`src/rtl/mips_multicycle_controller_if.sv`:
```
`default_nettype none
// +----------------------------------------------------------------------------+
// | Module : mips_multicycle_controller_if                                     |
// | Brief  : Control/status bundle between the multi-cycle controller and the  |
// |          datapath.                                                         |
// | Rev    : 1.0  initial release                                              |
// +----------------------------------------------------------------------------+
interface mips_multicycle_controller_if #(
    parameter int CNT_W = 32
);
    logic [5:0]       opcode;
    logic             mem_ready;
    logic             pc_write;
    logic             pc_write_cond;
    logic             i_or_d;
    logic             mem_read;
    logic             mem_write;
    logic             mem_to_reg;
    logic             ir_write;
    logic [1:0]       pc_source;
    logic [1:0]       alu_op;
    logic             alu_src_a;
    logic [1:0]       alu_src_b;
    logic             reg_write;
    logic             reg_dst;
    logic             instr_done;
    logic             halted;
    logic             illegal_op;
    logic             mem_err;
    logic [3:0]       state_dbg;
    logic [CNT_W-1:0] cycle_cnt;
    logic [CNT_W-1:0] instr_cnt;

    modport master (
        input  opcode, mem_ready,
        output pc_write, pc_write_cond, i_or_d, mem_read, mem_write, mem_to_reg,
               ir_write, pc_source, alu_op, alu_src_a, alu_src_b, reg_write,
               reg_dst, instr_done, halted, illegal_op, mem_err, state_dbg,
               cycle_cnt, instr_cnt
    );

    modport slave (
        output opcode, mem_ready,
        input  pc_write, pc_write_cond, i_or_d, mem_read, mem_write, mem_to_reg,
               ir_write, pc_source, alu_op, alu_src_a, alu_src_b, reg_write,
               reg_dst, instr_done, halted, illegal_op, mem_err, state_dbg,
               cycle_cnt, instr_cnt
    );
endinterface
`default_nettype wire

```
`src/rtl/mips_multicycle_controller.sv`:
```
`default_nettype none
// +----------------------------------------------------------------------------+
// | Module : mips_multicycle_controller                                        |
// | Brief  : Multi-cycle MIPS control FSM with memory-ready stall and timeout. |
// |          Define MIPS_PERF_CNT_EN to build the cycle/instruction counters.  |
// | Rev    : 1.0  initial release                                              |
// +----------------------------------------------------------------------------+
module mips_multicycle_controller #(
    parameter int MEM_TIMEOUT = 255,
    parameter int CNT_W       = 32
) (
    input  wire logic                 clk,
    input  wire logic                 rst_n,
    mips_multicycle_controller_if.master bus
);
    localparam logic [5:0] c_OP_R    = 6'b000000;
    localparam logic [5:0] c_OP_LW   = 6'b100011;
    localparam logic [5:0] c_OP_SW   = 6'b101011;
    localparam logic [5:0] c_OP_BEQ  = 6'b000100;
    localparam logic [5:0] c_OP_J    = 6'b000010;
    localparam logic [5:0] c_OP_ADDI = 6'b001000;
    localparam int         c_WAIT_W  = (MEM_TIMEOUT > 1) ? $clog2(MEM_TIMEOUT + 1) : 1;

    typedef enum logic [3:0] {
        S_FETCH  = 4'd0,  S_DECODE = 4'd1,  S_MEMADR = 4'd2,  S_MEMRD  = 4'd3,
        S_MEMWB  = 4'd4,  S_MEMWR  = 4'd5,  S_EXEC   = 4'd6,  S_ALUWB  = 4'd7,
        S_BRANCH = 4'd8,  S_JUMP   = 4'd9,  S_ADDIEX = 4'd10, S_ADDIWB = 4'd11,
        S_HALT   = 4'd12
    } state_t;

    state_t              r_state, w_next;
    logic [c_WAIT_W-1:0] r_wait_cnt, w_wait_inc;
    logic                r_illegal, r_mem_err;
    logic                w_wait_state, w_timeout, w_illegal;
    logic                w_pc_write, w_pc_write_cond, w_i_or_d, w_mem_read, w_mem_write;
    logic                w_mem_to_reg, w_ir_write, w_alu_src_a, w_reg_write, w_reg_dst;
    logic                w_instr_done, w_halted;
    logic [1:0]          w_pc_source, w_alu_op, w_alu_src_b;

    assign w_wait_state = (r_state == S_FETCH) || (r_state == S_MEMRD) || (r_state == S_MEMWR);
    assign w_wait_inc   = r_wait_cnt + c_WAIT_W'(1);
    // Ready arriving in the final allowed wait cycle still completes the access.
    assign w_timeout    = (MEM_TIMEOUT != 0) && w_wait_state && !bus.mem_ready &&
                          (w_wait_inc == c_WAIT_W'(MEM_TIMEOUT));

    always_comb begin
        w_next          = r_state;
        w_illegal       = 1'b0;
        w_pc_write      = 1'b0;
        w_pc_write_cond = 1'b0;
        w_i_or_d        = 1'b0;
        w_mem_read      = 1'b0;
        w_mem_write     = 1'b0;
        w_mem_to_reg    = 1'b0;
        w_ir_write      = 1'b0;
        w_pc_source     = 2'b00;
        w_alu_op        = 2'b00;
        w_alu_src_a     = 1'b0;
        w_alu_src_b     = 2'b00;
        w_reg_write     = 1'b0;
        w_reg_dst       = 1'b0;
        w_instr_done    = 1'b0;
        w_halted        = 1'b0;
        case (r_state)
            S_FETCH: begin
                w_mem_read  = 1'b1;
                w_alu_src_b = 2'b01;
                if (bus.mem_ready) begin
                    w_ir_write = 1'b1;
                    w_pc_write = 1'b1;
                    w_next     = S_DECODE;
                end
            end
            S_DECODE: begin
                w_alu_src_b = 2'b11;
                case (bus.opcode)
                    c_OP_LW, c_OP_SW: w_next = S_MEMADR;
                    c_OP_R:           w_next = S_EXEC;
                    c_OP_BEQ:         w_next = S_BRANCH;
                    c_OP_J:           w_next = S_JUMP;
                    c_OP_ADDI:        w_next = S_ADDIEX;
                    default: begin
                        w_next    = S_HALT;
                        w_illegal = 1'b1;
                    end
                endcase
            end
            S_MEMADR: begin
                w_alu_src_a = 1'b1;
                w_alu_src_b = 2'b10;
                w_next      = (bus.opcode == c_OP_LW) ? S_MEMRD : S_MEMWR;
            end
            S_MEMRD: begin
                w_mem_read = 1'b1;
                w_i_or_d   = 1'b1;
                if (bus.mem_ready) w_next = S_MEMWB;
            end
            S_MEMWB: begin
                w_reg_write  = 1'b1;
                w_mem_to_reg = 1'b1;
                w_instr_done = 1'b1;
                w_next       = S_FETCH;
            end
            S_MEMWR: begin
                w_mem_write = 1'b1;
                w_i_or_d    = 1'b1;
                if (bus.mem_ready) begin
                    w_instr_done = 1'b1;
                    w_next       = S_FETCH;
                end
            end
            S_EXEC: begin
                w_alu_src_a = 1'b1;
                w_alu_op    = 2'b10;
                w_next      = S_ALUWB;
            end
            S_ALUWB: begin
                w_reg_write  = 1'b1;
                w_reg_dst    = 1'b1;
                w_instr_done = 1'b1;
                w_next       = S_FETCH;
            end
            S_BRANCH: begin
                w_alu_src_a     = 1'b1;
                w_alu_op        = 2'b01;
                w_pc_write_cond = 1'b1;
                w_pc_source     = 2'b01;
                w_instr_done    = 1'b1;
                w_next          = S_FETCH;
            end
            S_JUMP: begin
                w_pc_write   = 1'b1;
                w_pc_source  = 2'b10;
                w_instr_done = 1'b1;
                w_next       = S_FETCH;
            end
            S_ADDIEX: begin
                w_alu_src_a = 1'b1;
                w_alu_src_b = 2'b10;
                w_next      = S_ADDIWB;
            end
            S_ADDIWB: begin
                w_reg_write  = 1'b1;
                w_instr_done = 1'b1;
                w_next       = S_FETCH;
            end
            S_HALT:  w_halted = 1'b1;
            default: w_next   = S_FETCH;
        endcase
        if (w_timeout) w_next = S_HALT;
    end

    always_ff @(posedge clk or negedge rst_n) begin
        if (!rst_n) begin
            r_state    <= S_FETCH;
            r_wait_cnt <= '0;
            r_illegal  <= 1'b0;
            r_mem_err  <= 1'b0;
        end else begin
            r_state <= w_next;
            if (w_next != r_state)
                r_wait_cnt <= '0;
            else if (w_wait_state && !bus.mem_ready)
                r_wait_cnt <= w_wait_inc;
            if (w_illegal) r_illegal <= 1'b1;
            if (w_timeout) r_mem_err <= 1'b1;
        end
    end

    // Reset forces every strobe low combinationally, even though FETCH is the reset state.
    assign bus.pc_write      = rst_n & w_pc_write;
    assign bus.pc_write_cond = rst_n & w_pc_write_cond;
    assign bus.i_or_d        = rst_n & w_i_or_d;
    assign bus.mem_read      = rst_n & w_mem_read;
    assign bus.mem_write     = rst_n & w_mem_write;
    assign bus.mem_to_reg    = rst_n & w_mem_to_reg;
    assign bus.ir_write      = rst_n & w_ir_write;
    assign bus.pc_source     = {2{rst_n}} & w_pc_source;
    assign bus.alu_op        = {2{rst_n}} & w_alu_op;
    assign bus.alu_src_a     = rst_n & w_alu_src_a;
    assign bus.alu_src_b     = {2{rst_n}} & w_alu_src_b;
    assign bus.reg_write     = rst_n & w_reg_write;
    assign bus.reg_dst       = rst_n & w_reg_dst;
    assign bus.instr_done    = rst_n & w_instr_done;
    assign bus.halted        = rst_n & w_halted;
    assign bus.illegal_op    = r_illegal;
    assign bus.mem_err       = r_mem_err;
    assign bus.state_dbg     = r_state;

`ifdef MIPS_PERF_CNT_EN
    logic [CNT_W-1:0] r_cycle_cnt, r_instr_cnt;

    always_ff @(posedge clk or negedge rst_n) begin
        if (!rst_n) begin
            r_cycle_cnt <= '0;
            r_instr_cnt <= '0;
        end else begin
            r_cycle_cnt <= r_cycle_cnt + CNT_W'(1);
            if (w_instr_done) r_instr_cnt <= r_instr_cnt + CNT_W'(1);
        end
    end

    assign bus.cycle_cnt = r_cycle_cnt;
    assign bus.instr_cnt = r_instr_cnt;
`else
    assign bus.cycle_cnt = '0;
    assign bus.instr_cnt = '0;
`endif
endmodule
`default_nettype wire
```
`src/flat_wrapper.sv`:
```
// flat-port wrapper written by rule: the top's interface ports become plain ports
module mips_multicycle_controller_flat 
#(
    parameter int MEM_TIMEOUT = 255,
    parameter int CNT_W       = 32
)
  (clk, rst_n, bus_opcode, bus_mem_ready, bus_pc_write, bus_pc_write_cond, bus_i_or_d, bus_mem_read, bus_mem_write, bus_mem_to_reg, bus_ir_write, bus_pc_source, bus_alu_op, bus_alu_src_a, bus_alu_src_b, bus_reg_write, bus_reg_dst, bus_instr_done, bus_halted, bus_illegal_op, bus_mem_err, bus_state_dbg, bus_cycle_cnt, bus_instr_cnt);
  mips_multicycle_controller_if #(.CNT_W(CNT_W)) bus_i ();
  input  wire logic clk;
  input  wire logic rst_n;
  input wire logic [$bits(bus_i.opcode)-1:0] bus_opcode;
  input wire logic [$bits(bus_i.mem_ready)-1:0] bus_mem_ready;
  output wire logic [$bits(bus_i.pc_write)-1:0] bus_pc_write;
  output wire logic [$bits(bus_i.pc_write_cond)-1:0] bus_pc_write_cond;
  output wire logic [$bits(bus_i.i_or_d)-1:0] bus_i_or_d;
  output wire logic [$bits(bus_i.mem_read)-1:0] bus_mem_read;
  output wire logic [$bits(bus_i.mem_write)-1:0] bus_mem_write;
  output wire logic [$bits(bus_i.mem_to_reg)-1:0] bus_mem_to_reg;
  output wire logic [$bits(bus_i.ir_write)-1:0] bus_ir_write;
  output wire logic [$bits(bus_i.pc_source)-1:0] bus_pc_source;
  output wire logic [$bits(bus_i.alu_op)-1:0] bus_alu_op;
  output wire logic [$bits(bus_i.alu_src_a)-1:0] bus_alu_src_a;
  output wire logic [$bits(bus_i.alu_src_b)-1:0] bus_alu_src_b;
  output wire logic [$bits(bus_i.reg_write)-1:0] bus_reg_write;
  output wire logic [$bits(bus_i.reg_dst)-1:0] bus_reg_dst;
  output wire logic [$bits(bus_i.instr_done)-1:0] bus_instr_done;
  output wire logic [$bits(bus_i.halted)-1:0] bus_halted;
  output wire logic [$bits(bus_i.illegal_op)-1:0] bus_illegal_op;
  output wire logic [$bits(bus_i.mem_err)-1:0] bus_mem_err;
  output wire logic [$bits(bus_i.state_dbg)-1:0] bus_state_dbg;
  output wire logic [$bits(bus_i.cycle_cnt)-1:0] bus_cycle_cnt;
  output wire logic [$bits(bus_i.instr_cnt)-1:0] bus_instr_cnt;
  assign bus_i.opcode = bus_opcode;
  assign bus_i.mem_ready = bus_mem_ready;
  assign bus_pc_write = bus_i.pc_write;
  assign bus_pc_write_cond = bus_i.pc_write_cond;
  assign bus_i_or_d = bus_i.i_or_d;
  assign bus_mem_read = bus_i.mem_read;
  assign bus_mem_write = bus_i.mem_write;
  assign bus_mem_to_reg = bus_i.mem_to_reg;
  assign bus_ir_write = bus_i.ir_write;
  assign bus_pc_source = bus_i.pc_source;
  assign bus_alu_op = bus_i.alu_op;
  assign bus_alu_src_a = bus_i.alu_src_a;
  assign bus_alu_src_b = bus_i.alu_src_b;
  assign bus_reg_write = bus_i.reg_write;
  assign bus_reg_dst = bus_i.reg_dst;
  assign bus_instr_done = bus_i.instr_done;
  assign bus_halted = bus_i.halted;
  assign bus_illegal_op = bus_i.illegal_op;
  assign bus_mem_err = bus_i.mem_err;
  assign bus_state_dbg = bus_i.state_dbg;
  assign bus_cycle_cnt = bus_i.cycle_cnt;
  assign bus_instr_cnt = bus_i.instr_cnt;
  mips_multicycle_controller #(.MEM_TIMEOUT(MEM_TIMEOUT), .CNT_W(CNT_W)) u_core (.clk(clk), .rst_n(rst_n), .bus(bus_i));
endmodule
```
`config.mk`:
```
export PLATFORM = sky130hd
export DESIGN_NAME = mips_multicycle_controller_flat
export DESIGN_NICKNAME = d
export VERILOG_FILES = /design/src/rtl/mips_multicycle_controller_if.sv /design/src/rtl/mips_multicycle_controller.sv /design/src/flat_wrapper.sv
export SDC_FILE = /design/constraint.sdc
export NUM_CORES = 1
export LEC_CHECK = 0
export BUFFER_PORTS_ARGS = -buffer_cell sky130_fd_sc_hd__buf_2
export CAP_MARGIN = 10
export CORE_UTILIZATION = 46
export DETAILED_ROUTE_END_ITERATION = 7
export GPL_ROUTABILITY_DRIVEN = 0
export PLACE_DENSITY = 0.82
export SLEW_MARGIN = 20
export SYNTH_ARGS = -nofsm -noshare
export SYNTH_HDL_FRONTEND = slang
export SYNTH_SLANG_ARGS = --single-unit
```
`constraint.sdc`:
```
create_clock -name clk -period 2.65 [get_ports clk]
set_input_delay 0.1325 -clock clk [delete_from_list [all_inputs] [get_ports clk]]
set_output_delay 0.1325 -clock clk [all_outputs]
set_load 0.005 [all_outputs]
```
==> Word-level counts from Yosys, hierarchy flattened <==
Cells that the tools add are included.
{ "totals": {"reg_bits": 14, "word_cells": 82} }
{ "classes": {"n_mux": 27, "eq_ne": 19, "bitwise_logic": 15, "n_reduce_logical": 16, "add_sub_neg": 1} }
{ "op_table": {"columns": ["cell", "count"], "rows": [
  ["4-bit case mux with 8 select lines", 1],
  ["4-bit equality test (second input constant)", 5],
  ["4-bit case mux with 5 select lines", 1],
  ["4-bit by 3-bit equality test with 1-bit output (second input constant)", 4],
  ["4-bit 2-to-1 mux", 4],
  ["8-bit 2-to-1 mux", 2],
  ["1-bit 2-to-1 mux", 13],
  ["1-bit AND", 12],
  ["6-bit equality test (second input constant)", 2],
  ["8-bit by 1-bit adder with 8-bit output (second input constant)", 1],
  ["4-bit by 2-bit equality test with 1-bit output (second input constant)", 2],
  ["8-bit equality test (second input constant)", 1],
  ["2-bit case mux with 2 select lines", 2],
  ["2-bit OR reduction", 4],
  ["2-bit AND", 3],
  ["6-bit by 2-bit equality test with 1-bit output (second input constant)", 1],
  ["6-bit by 3-bit equality test with 1-bit output (second input constant)", 1],
  ["6-bit by 4-bit equality test with 1-bit output (second input constant)", 1],
  ["6-bit zero test", 1],
  ["2-bit case mux with 3 select lines", 1],
  ["6-bit OR reduction", 1],
  ["5-bit OR reduction", 1],
  ["4-bit by 1-bit equality test with 1-bit output (second input constant)", 1],
  ["4-bit zero test", 1],
  ["other kinds (9)", 12]
]} }

==> Depth between registers and ports, before layout <==
{ "depth": {"ltp_word": 8, "mapped_depth": 8, "mapped_depth_nobuf": 7} }

==> Worst setup path before layout <==
No wires, ideal clock.
{ "synth_path": {"path_kind": "register -> register", "from": "reg u_core.r_state[3], in the netlist u_core.bus.state_dbg[3]", "to": "reg u_core.r_state[0], in the netlist u_core.bus.state_dbg[0]", "setup_ns": 0.119, "arrival_ns": 1.897, "stages_incl_launch_ff": 6, "period_less_slack_ns": 2.016, "slack_ns": 0.634, "path_cell_list": "dfrtp_1 -> buf_6 -> or4_4 -> a2bb2oi_2 -> or4_4 -> and2_1"} }
{ "synth_via": {"elab_chain_len": 6} }
{ "synth_rtl": {"columns": ["element", "line", "text"], "rows": [
  ["start, declared", "mips_multicycle_controller.sv:31", "state_t r_state, w_next;"],
  ["start signal, assigned", "mips_multicycle_controller.sv:160", "r_state <= w_next;"],
  ["parallel branches: the longest is 5 deep, another holds 4-bit case mux with 8 select lines", null, null],
  ["4-bit 2-to-1 mux (*)", "mips_multicycle_controller.sv:150", "if (w_timeout) w_next = S_HALT;"],
  ["via u_core.w_next[0]", "mips_multicycle_controller.sv:31", null]
]} }
Mark *: on every way through the listed nets, which the timed path passes.
A chain may end at the register's enable or synchronous reset.

==> Worst setup path after layout <==
{ "layout_path": {"from": "reg u_core.r_state[1], in the netlist u_core.bus.state_dbg[1]", "to": "reg u_core.r_wait_cnt[3]"} }
{ "layout_via": {"elab_chain_len": 8} }
{ "layout_rtl": {"columns": ["element", "line", "text"], "rows": [
  ["parallel branches: the longest is 8 deep, another holds 4-bit case mux with 8 select lines", null, null],
  ["end signal, assigned", "mips_multicycle_controller.sv:164", "r_wait_cnt <= w_wait_inc;"],
  ["end, declared", "mips_multicycle_controller.sv:32", "logic [c_WAIT_W-1:0] r_wait_cnt, w_wait_inc;"]
]} }
Parallel ways; which one is timed is not known.

==> impl_metrics.toml <==
[die]
die_area_um2 = 4171
rows = 22
die_width_um = 64.59
die_height_um = 64.59
initial_core_util_pct = 48.48
io_pins = 97
core_um2 = 3716

[timing]
rsz0062_at_grt = "no"
setup_viol = 0
slew_headroom_pct = 66.44
fmax_mhz = 454.2
fin_skew_ns = 0.006221
whs_ns = 0.3543
layout_setup_ws_ns = 0.4484
worst_slew_pin_slew_ns = 0.5007
period_needed_ns = 2.202
fin_tns_setup_ns = 0
period_share_pct = 83.08
hold_viol = 0
slew_violations = 0

[global_route]
antenna_found_initial = 0
track_usage_pct = 17.34
grt_pass1_vias = 1299
grt_max_degree = 22
overflow = 0
grt_first_pass_wirelength_mm = 5.740

[final_layout]
nFillCells = 381
fin_util_pct = 48.92
diodes = 0
drive_above_1_share_pct = 18.75
instances_no_fill = 320
area_growth_pct = 0.9026
finalNetCount = 284

[place]
placed_cells_incl_taps = 315
dp_hpwl_mm = 2.788
dp_slack_ns = 0.4692
io_buffers = 32

[route]
wirelength_mm = 3.625
drt_iter0_markers = 56
post_drt_wl_per_cell_um = 11.33
first_pass_iters = 4
drc_errors = 0
via_per_inst = 4.913
drtAntennaViolNets = 0
vias = 1572

[synth]
async_flop_share_pct = 100.0
synth_top_area_share_pct = 27.08
ys_top_cells_by_area = "buf_4 (27%), dfrtp_1 (19%), nand2_1 (5.4%)"
syn_avg_cell_area_um2 = 7.415
synth_seq_cells = 14
synth_area_um2 = 1802
ys_types = 42
synth_largest_area_cell = "buf_4"
synth_flop_cell = "dfrtp_1"
synth_edf_count = 0
seq_area_frac_synth_pct = 19.44
syn-instance-count = 243
ys.warnings.count = 0

[clock_tree]
cts_root_buf = "clkbuf_8"
worstSkewPairLatency_ns = 0.25
clk_pin_slew_worst_paths_ns = 0.06
cts_buffers = 3
post-cts-setup-buffers = 0
htree_levels = 1
cts_buffer_depth = 2
cts_tree = "yes"
cts_sinks = 14

[worst_setup_path]
start_kind = "register"
worst-setup-path-type = "register to register"
crit_chain = "buf_4 > xor2_1 > a2bb2oi_2 > or4_4 > nand2_4 > nor3_1"
cp_slowest_cell = "or4_4"
critPathMaxStageDelay_ns = 0.60
cp.arrival_ns = 2.33
path_max_fanout = 13
end_kind = "register"
critPathRequiredTime_ns = 2.78

[power]
p_leak_nw = 0.9220
power_density_nw_per_um2 = 655.4
vdd_drop_max_v = 0.0003139

[run_status]
status = "complete, no violations"

[job]
cap_violations = 0

[worst_hold_path]
hold_class = "input port to async pin"
[placed cells by master, fill, tap and decap left out, drive strengths merged, types with 2 or more instances in the layout]
| cell | Yosys | routed |
|---|---|---|
| conb | 1 | 64 |
| buf | 70 | 36 |
| nand2 | 27 | 27 |
| nor3 | 19 | 19 |
| dfrtp | 14 | 14 |
| nor2 | 13 | 13 |
| a21oi | 10 | 10 |
| inv | 7 | 7 |
| nand3 | 6 | 6 |
| xnor2 | 6 | 6 |
| xor2 | 6 | 6 |
| nand2b | 5 | 5 |
| nor2b | 4 | 4 |
| or4 | 4 | 4 |
| o21ai | 4 | 4 |
| nor3b | 4 | 4 |
| a31oi | 4 | 4 |
| nor4 | 4 | 4 |
| clkbuf | 5 | 4 |
| or3 | 3 | 3 |
| o22ai | 3 | 3 |
| or2 | 3 | 3 |
| nand4 | 2 | 2 |
| and3 | 2 | 2 |
| o32ai | 2 | 2 |
| a21boi | 2 | 2 |
| a211oi | 2 | 2 |
| ha | 2 | 2 |
[worst max-delay path: cells and delay by family, from the launching register on]
family | cells | cell delay [ns]
AOI/OAI and AO/OA | 1 | 0.14
buffers and inverters | 1 | 0.26
DFF | 1 | 0.57
and+or+nand+nor | 3 | 0.79
xor gates and xnor gates | 1 | 0.32
[power breakdown]
part,internal [mW],switching (mW)
registers,0.243,0.0558
logic,0.257,0.425
clock network,0.132,0.0784
total,0.632,0.559
[state kept, by name, summed over array words and instances (netlist names)]
name and count:
u_core.bus.illegal_op 1, u_core.r_wait_cnt 8, u_core.bus.state_dbg 4, u_core.bus.mem_err 1
[routing by layer]
layer | vias up | track usage, % | wire [um]
met2 | 91 | 29.87 | 1777
met5 | - | 0 | 0
met1 | 717 | 21.68 | 1562
li1 | 756 | - | -
met3 | 8 | 2.641 | 217
met4 | 0 | 6.389 | 68
[synthesized netlist by cell type, types with 3 or more instances]
cell / count
nor2b_1: 4
nand3_1: 6
dfrtp_1: 14
or3_1: 3
nor2_1: 13
or2_2: 3
nor4_1: 4
inv_1: 7
nand2b_1: 5
o21ai_0: 4
buf_4: 65
a31oi_1: 4
nor3b_1: 4
o22ai_1: 3
clkbuf_1: 5
a21oi_1: 10
nand2_1: 26
nor3_1: 18
xor2_1: 6
or4_4: 4
xnor2_1: 6
[kinds of logic after synthesis]
group / count (synthesis) / share of synthesized area (%)
mux: 1 / 0.8331
simple gates: 99 / 29.51
buf+inv: 82 / 31.18
other cells: 1 / 0.2081
xor+xnor: 12 / 5.833
flops: 14 / 19.44
fa+ha+maj: 2 / 1.389
compound gates: 32 / 11.60
[metrics by stage]
step                cell area [um^2]  total power [mW]
floorplan                       2038            0.8622
global placement                1753            0.9649
detailed placement              1753            0.9727
CTS                             1818             1.184
global route                    1818             1.285
finish                          1818             1.192
[final timing paths]
check	startpoint	end	slack (ns)	cells past startpoint
min in group clk	bus_opcode[5]	u_core.bus.state_dbg[1]	0.36	5
worst min-delay path	rst_n	u_core.r_wait_cnt[4]	0.35	2
max in group asynchronous	rst_n	u_core.bus.illegal_op	1.99	2
worst max-delay path	u_core.bus.state_dbg[1]	u_core.r_wait_cnt[3]	0.45	6
worst max register to register	u_core.bus.state_dbg[1]	u_core.r_wait_cnt[3]	0.45	6
worst min register to register	u_core.bus.illegal_op	u_core.bus.illegal_op	0.47	1
[area by class of cell]
type                       count  area, um^2  share of cell area [%]
sequential                    14       350.3                   19.27
inverter                       7       26.28                   1.445
clock buffer                   4       55.05                   3.028
tap                           48       60.06                   3.304
multi-input combinational    210        1126                   61.94
timing repair buffer          37       200.2                   11.01
[what timing repair did]
item	in CTS	in global routing
setup endpoints to repair	0	0
hold endpoints to repair	14	0
gates resized for setup	0	0
hold buffers	1	0
(Power assumes the default switching activity.)
